`config.mk`:
```
export PLATFORM = sky130hd
export DESIGN_NAME = lsu_rmw_ctrl
export DESIGN_NICKNAME = d
export VERILOG_FILES = /design/src/rtl/lsu_rmw_ctrl.sv
export SDC_FILE = /design/constraint.sdc
export NUM_CORES = 1
export LEC_CHECK = 0
export ABC_AREA = 1
export BUFFER_PORTS_ARGS = -buffer_cell sky130_fd_sc_hd__buf_2
export CAP_MARGIN = 10
export CORE_MARGIN = 4
export CORE_UTILIZATION = 58
export DETAILED_ROUTE_END_ITERATION = 10
export GPL_ROUTABILITY_DRIVEN = 0
export GPL_TIMING_DRIVEN = 0
export PLACE_DENSITY_LB_ADDON = 0.08
export SLEW_MARGIN = 20
export SYNTH_ARGS = -nofsm -noshare
export SYNTH_HDL_FRONTEND = slang
export SYNTH_SLANG_ARGS = --single-unit
```
`constraint.sdc`:
```
create_clock -name CLK -period 10.86 [get_ports CLK]
set_clock_uncertainty 0.1 [all_clocks]
set_input_delay 0 -clock CLK [delete_from_list [all_inputs] [get_ports CLK]]
set_output_delay 0 -clock CLK [all_outputs]
set_load 0.03 [all_outputs]
```
`src/rtl/lsu_rmw_ctrl.sv`:
```
`default_nettype none
// ============================================================================
// Module  : lsu_rmw_ctrl
// Brief   : RV32I load/store sequencer for a word-only memory; SB/SH are done
//           as read-modify-write, LB/LH/LBU/LHU are extended on return.
// Revision: 1.0
// ============================================================================
module lsu_rmw_ctrl #(
    parameter int DATA_WIDTH = 32,
    parameter int ADDR_WIDTH = 32
) (
    input  logic                  CLK,
    input  logic                  RST,
    input  logic                  req_valid,
    input  logic                  req_we,
    input  logic [2:0]            req_funct3,
    input  logic [ADDR_WIDTH-1:0] req_addr,
    input  logic [DATA_WIDTH-1:0] req_wdata,
    output logic                  ready,
    output logic                  done,
    output logic                  err,
    output logic [DATA_WIDTH-1:0] rdata,
    output logic [ADDR_WIDTH-1:0] mem_A,
    output logic [DATA_WIDTH-1:0] mem_WD,
    output logic                  mem_WE,
    input  logic [DATA_WIDTH-1:0] mem_RD
);

    typedef enum logic [2:0] {
        S_IDLE  = 3'd0,
        S_LOAD  = 3'd1,
        S_READ  = 3'd2,
        S_WRITE = 3'd3,
        S_RESP  = 3'd4
    } state_t;

    state_t                state_q, state_d;
    logic [ADDR_WIDTH-1:0] addr_q, addr_d;
    logic [DATA_WIDTH-1:0] wdata_q, wdata_d;
    logic [DATA_WIDTH-1:0] word_q, word_d;
    logic [DATA_WIDTH-1:0] rdata_q, rdata_d;
    logic [2:0]            f3_q, f3_d;
    logic                  we_q, we_d;
    logic                  err_q, err_d;

    logic                  w_illegal;
    logic                  w_misaligned;
    logic [DATA_WIDTH-1:0] w_load_ext;
    logic [DATA_WIDTH-1:0] w_merged;
    logic [7:0]            w_byte;
    logic [15:0]           w_half;

    // funct3 011/110/111 are never legal; unsigned widths exist only for loads
    assign w_illegal    = (req_funct3 == 3'b011) || (req_funct3[2:1] == 2'b11)
                       || (req_we && req_funct3[2]);
    assign w_misaligned = ((req_funct3[1:0] == 2'b01) && req_addr[0])
                       || ((req_funct3[1:0] == 2'b10) && (req_addr[1:0] != 2'b00));

    always_comb begin
        w_byte     = mem_RD[{addr_q[1:0], 3'b000} +: 8];
        w_half     = mem_RD[{addr_q[1], 4'b0000} +: 16];
        w_load_ext = mem_RD;
        case (f3_q)
            3'b000:  w_load_ext = {{(DATA_WIDTH-8){w_byte[7]}}, w_byte};
            3'b001:  w_load_ext = {{(DATA_WIDTH-16){w_half[15]}}, w_half};
            3'b100:  w_load_ext = {{(DATA_WIDTH-8){1'b0}}, w_byte};
            3'b101:  w_load_ext = {{(DATA_WIDTH-16){1'b0}}, w_half};
            default: w_load_ext = mem_RD;
        endcase
    end

    // Merge is driven continuously so mem_WD is a pure function of held state
    always_comb begin
        w_merged = word_q;
        if (f3_q[1:0] == 2'b00) begin
            w_merged[{addr_q[1:0], 3'b000} +: 8] = wdata_q[7:0];
        end else if (f3_q[1:0] == 2'b01) begin
            w_merged[{addr_q[1], 4'b0000} +: 16] = wdata_q[15:0];
        end else begin
            w_merged = wdata_q;
        end
    end

    always_comb begin
        state_d = state_q;
        addr_d  = addr_q;
        wdata_d = wdata_q;
        word_d  = word_q;
        rdata_d = rdata_q;
        f3_d    = f3_q;
        we_d    = we_q;
        err_d   = err_q;
        ready   = 1'b0;
        done    = 1'b0;
        mem_WE  = 1'b0;
        case (state_q)
            S_IDLE: begin
                ready = 1'b1;
                if (req_valid) begin
                    addr_d  = req_addr;
                    wdata_d = req_wdata;
                    f3_d    = req_funct3;
                    we_d    = req_we;
                    if (w_illegal || w_misaligned) begin
                        err_d   = 1'b1;
                        state_d = S_RESP;
                    end else if (!req_we) begin
                        state_d = S_LOAD;
                    end else if (req_funct3 == 3'b010) begin
                        state_d = S_WRITE;
                    end else begin
                        state_d = S_READ;
                    end
                end
            end
            S_LOAD: begin
                rdata_d = w_load_ext;
                err_d   = 1'b0;
                state_d = S_RESP;
            end
            S_READ: begin
                word_d  = mem_RD;
                state_d = S_WRITE;
            end
            S_WRITE: begin
                mem_WE  = 1'b1;
                err_d   = 1'b0;
                state_d = S_RESP;
            end
            S_RESP: begin
                done    = 1'b1;
                state_d = S_IDLE;
            end
            default: state_d = S_IDLE;
        endcase
    end

    always_ff @(posedge CLK or posedge RST) begin
        if (RST) begin
            state_q <= S_IDLE;
            addr_q  <= '0;
            wdata_q <= '0;
            word_q  <= '0;
            rdata_q <= '0;
            f3_q    <= 3'b000;
            we_q    <= 1'b0;
            err_q   <= 1'b0;
        end else begin
            state_q <= state_d;
            addr_q  <= addr_d;
            wdata_q <= wdata_d;
            word_q  <= word_d;
            rdata_q <= rdata_d;
            f3_q    <= f3_d;
            we_q    <= we_d;
            err_q   <= err_d;
        end
    end

    assign err    = err_q;
    assign rdata  = rdata_q;
    assign mem_A  = {addr_q[ADDR_WIDTH-1:2], 2'b00};
    assign mem_WD = w_merged;

endmodule
`default_nettype wire

```
-- Word level (Yosys, flattened, before mapping)
Index checks and enable logic that the tools add are counted.
- output and inout port bits: 100
- memories: 0
- bits in writable memories: 0
- latch bits: 0
- word-level logic and storage cells: 61
- register bits: 135
- bits in read-only memories: 0
- bitwise logic cells: 0
- magnitude comparators: 0
- divide/modulo/power cells: 0
- reductions and logical operators: 15
- shift operators: 6
- mux-type cells: 16
- eq/ne operators: 15
- add/sub/neg operators: 2
- $mul: 0
- operator list (kind ; count):
    one-hot mux 32 bit (4 select lines) ; 1
    bitwise mux 32 bit ; 2
    2-to-1 mux 32 bit ; 2
    variable shift 16 x 7 -> 32 bit (first input constant) ; 1
    variable shift 8 x 7 -> 32 bit (first input constant) ; 1
    variable part select 16 x 7 -> 32 bit ; 1
    variable part select 32 x 6 -> 16 bit ; 1
    variable part select 32 x 6 -> 8 bit ; 1
    variable part select 8 x 7 -> 32 bit ; 1
    negation 5 -> 7 bit ; 2
    == test 3 x 2 -> 1 bit (second input constant) ; 4
    == test 3 bit (second input constant) ; 3
    one-hot mux 3 bit (3 select lines) ; 1
    == test 3 x 1 -> 1 bit (second input constant) ; 2
    logical NOT 3 bit ; 2
    2-to-1 mux 1 bit ; 6
    2-to-1 mux 3 bit ; 2
    == test 2 x 1 -> 1 bit (second input constant) ; 2
    == test 2 bit (second input constant) ; 2
    logical OR 1 bit ; 4
    inequality test 2 bit (second input constant) ; 2
    nonzero test 2 bit ; 2
    logical AND 1 bit ; 3
    AND reduction 3 bit ; 1
    other kinds (5) ; 5

-- Logic depth before layout (Yosys ltp)
- depth in word-level cells: 7
- gate-level depth with buffers: 10

-- Least setup slack after synthesis
No wires, ideal clock.
- path kind: register to output
- start: register addr_q[1]
- end: output port mem_WD[30]
- slack: 8.571 ns
- data required time: 10.760 ns
- arrival: 2.189 ns
- stages on the path, launching flop included: 11
- cells stage by stage: dfrtp_1 > buf_2 > inv_2 > buf_2 > ha_1 > inv_1 > buf_2 > nand3_1 > nor2_1 > a21oi_1 > o21ai_0
- longest elaborated chain between the ends: 5
- RTL lines (element ; RTL line ; source):
    start, declared ; 38 ; logic [ADDR_WIDTH-1:0] addr_q, addr_d;
    start signal, assigned ; 150 ; addr_q <= addr_d;
    negation 5 -> 7 bit ; 78 ; w_merged[{addr_q[1], 4'b0000} +: 16] = wdata_q[15:0];
    variable part select 16 x 7 -> 32 bit or variable shift 16 x 7 -> 32 bit (tied branches) ; 78 ;
    bitwise mux 32 bit ; 78 ;
    2-to-1 mux 32 bit ; 77 ; end else if (f3_q[1:0] == 2'b01) begin
    2-to-1 mux 32 bit (*) ; 75 ; if (f3_q[1:0] == 2'b00) begin
    end, declared ; 24 ; output logic [DATA_WIDTH-1:0] mem_WD,
Mark *: on every way between the ends. The rest lies on a longest branch, timed or not.

-- Worst setup path after layout
- start: register addr_q[1]
- end: output port mem_WD[19]
Same word-level chain as after synthesis.

==> flow_metrics.env <==
export IMPL_cpMaxStageDelayCell="dfrtp_1"
export IMPL_synth_top_area_share_pct=44.4
export IMPL_grt_overflow=0
export IMPL_synthArstFlopShare_pct=100
export IMPL_hold_viol_final=0
export IMPL_synthDistinctLibCells=31
export IMPL_crit_chain="buf_2 -> inv_2 -> buf_2 -> ha_1 -> buf_2 -> nor2_1 -> nand3_1 -> o22ai_1 -> nand2_1 -> nand2_1 -> buf_2"
export IMPL_cts_root_buffer="clkbuf_16"
export IMPL_grt_usage_pct=34.7
export IMPL_hold_path_class="in2reg"
export IMPL_cp_slowest_stage_delay_ps=410
export IMPL_die_h_um=123
export IMPL_synthXorXnorAreaFrac_pct=0
export IMPL_grt_pass1_wl_um=40200
export IMPL_drc=0
export IMPL_postCtsSetupBuffers=0
export IMPL_wire_per_inst_um=16.8
export IMPL_synthesis_area_mm2=0.00761
export IMPL_setup_tns_ps=0
export IMPL_start_util_pct=59.8
export IMPL_drtIter0Drc=1145
export IMPL_endpoint_kind="output port"
export IMPL_final_cell_mix="315 x nand2_1, 231 x buf_2, 135 x dfrtp_1"
export IMPL_path_clk_slew_ps=60
export IMPL_grt_pass1_vias=8126
export IMPL_drv_cap=0
export IMPL_synth_fa_ha_area_share_pct=0.823
export IMPL_grt_max_degree=109
export IMPL_die_area_mm2=0.0150
export IMPL_critical_path_buf_inv_count=5
export IMPL_fin_crit_ps=2980
export IMPL_ys_flop_type="dfrtp_1"
export IMPL_die_x_um=123
export IMPL_synth_warnings=0
export IMPL_clk_path_buf_depth=2
export IMPL_cp_start_kind="flop"
export IMPL_syn_area_per_cell_um2=7.34
export IMPL_p_leak_nw=5.64
export IMPL_htree_levels=4
export IMPL_vias_per_cell=5.53
export IMPL_pin_count=203
export IMPL_r2r_slack_ps=8730
export IMPL_outcome="finished, final reports clean"
export IMPL_synth_seq_cells=135
export IMPL_rows=41
export IMPL_ir_worst_vdd_uv=252
export IMPL_yosys_area_share_simple_pct=27.5
export IMPL_syn_to_final_growth_pct=37.9
export IMPL_routed_wl_um=26000
export IMPL_ant_nets=0
export IMPL_antenna_found_initial=2
export IMPL_synth_seq_area_share_pct=44.4
export IMPL_cts_tree="built"
export IMPL_place_hpwl_um=17300
export IMPL_mostFrequentLayoutCell="nand2_1"
export IMPL_synth_compound_area_share_pct=15.2
export IMPL_drive_gt1_share_pct=25.2
export IMPL_relSlewSlack_pct=55.9
export IMPL_synth_largest_area_cell="dfrtp_1"
export IMPL_cts_sinks=135
export IMPL_clk_latency_ps=420
export IMPL_setup_viol=0
export IMPL_num_fill_cells=862
export IMPL_vias=8550
export IMPL_arrival_ps=2880
export IMPL_power_density_mw_per_mm2=348
export IMPL_core_mm2=0.0127
export IMPL_period_share_pct=27.4
export IMPL_synth_edf_count=0
export IMPL_rsz0062_at_grt="no"
export IMPL_worst_slew_pin_slew_ps=662
export IMPL_io_buffers=200
export IMPL_syn_inst=1036
export IMPL_cpMostUsedCell="buf_2"
export IMPL_numCtsBuffers=17
export IMPL_synth_top_family_by_area="simple AND/OR/NAND/NOR gates"
export IMPL_path_class="reg2out"
export IMPL_required_ps=10760
export IMPL_critPathTopFamily="buffers and inverters"
export IMPL_nets=1468
export IMPL_muxShareOfSynthArea_pct=0
export IMPL_synth_area_top_cells="dfrtp_1 44%, nand2_1 16%, a21oi_1 7.2%"
export IMPL_slew_viol_final=0
export IMPL_first_pass_iters=8
export IMPL_fmax_mhz=336
export IMPL_p_total_mw=3.65
export IMPL_path_max_fanout=12
export IMPL_worst_hold_slack_ps=40.4
## worst min-delay path: stages
cell	delay, ps
buf_2	120
clkbuf_1	220
nand3_1	140
nand2_1	50
## state kept, by name (all words and copies together), names as in the netlist
| signal | cells |
|---|---|
| addr_q | 32 |
| rdata | 32 |
| wdata_q | 32 |
| word_q | 32 |
| f3_q | 3 |
| state_q | 3 |
| err | 1 |
## layer usage
layer  vias to the layer above  global-route usage, %  wire length [um]
li1                       3969                      -                 -
met1                      3953                   44.5             10100
met2                       535                   55.7             12300
met3                        93                   8.53              2570
met4                         0                   16.0              1080
met5                         -                      0                 0
## synth_stat cells (2+ instances only)
| library cell | instances |
|---|---|
| inv_1 | 89 |
| buf_1 | 2 |
| o21a_1 | 2 |
| nand2_1 | 315 |
| buf_2 | 31 |
| buf_4 | 35 |
| buf_6 | 3 |
| nand4_1 | 3 |
| inv_2 | 5 |
| clkbuf_1 | 22 |
| ha_1 | 5 |
| inv_4 | 2 |
| nand2_4 | 3 |
| or2_2 | 16 |
| o21ai_1 | 20 |
| nand3_2 | 10 |
| nand2_2 | 3 |
| a21oi_1 | 110 |
| o22ai_1 | 25 |
| nand3_1 | 83 |
| nor2_1 | 42 |
| dfrtp_1 | 135 |
| o21ai_0 | 67 |
## final timing paths
kind / depth (start not counted) / from / endpoint
worst max-delay path: 11 / addr_q[1] / mem_WD[19]
worst min-delay path: 4 / req_valid / addr_q[25]
worst max register to register: 5 / state_q[0] / state_q[1]
worst min register to register: 2 / addr_q[16] / addr_q[16]
max in group asynchronous: 5 / RST / wdata_q[11]
min in group asynchronous: 4 / RST / rdata[18]
## through the flow
step | area (um2) | utilization [%] | std cells | worst slack [ps]
after global routing | 10500 | 82.4 | 1547 | 7740
after global placement | 8830 | 69.4 | 1409 | 5660
after floorplan | 7610 | - | 1037 | 7150
after CTS | 10500 | 82.4 | 1545 | 7940
after detailed placement | 8860 | 69.6 | 1410 | 8400
final | 10500 | 82.4 | 1547 | 7880
## area by class of cell
cell class              count  area, um2  share of cell area [%]
clock buffers              21        470                    4.49
diodes                      2       5.00                  0.0477
repair buffers            304       2060                    19.6
flip-flops and latches    135       3380                    32.2
well taps                 172        215                    2.05
plain buffers              94        547                    5.21
multi-input cells         712       3320                    31.6
clock inverters            11        121                    1.16
inverters                  96        373                    3.55
## kinds of logic after synthesis
| family | Yosys count |
|---|---|
| adders and majority gates | 5 |
| DFF | 135 |
| buffers and inverters | 190 |
| AOI/OAI and AO/OA | 224 |
| and+or+nand+nor | 481 |
| other | 1 |
## timing repair
| action | 4_1_cts | 5_1_grt |
|---|---|---|
| endpoints found under the hold margin | 268 | 0 |
| gates resized for setup | 0 | 0 |
| setup endpoints to repair | 0 | 0 |
| hold buffers | 103 | 0 |
## report_power, final
part           leakage [nW]  internal, mW  switching (mW)
Sequential             1.62         0.754           0.183
Combinational          3.72         0.678            1.45
Clock                 0.290         0.356           0.224
Total                  5.64          1.79            1.86
No activity file was read; power rests on OpenSTA's default activity.
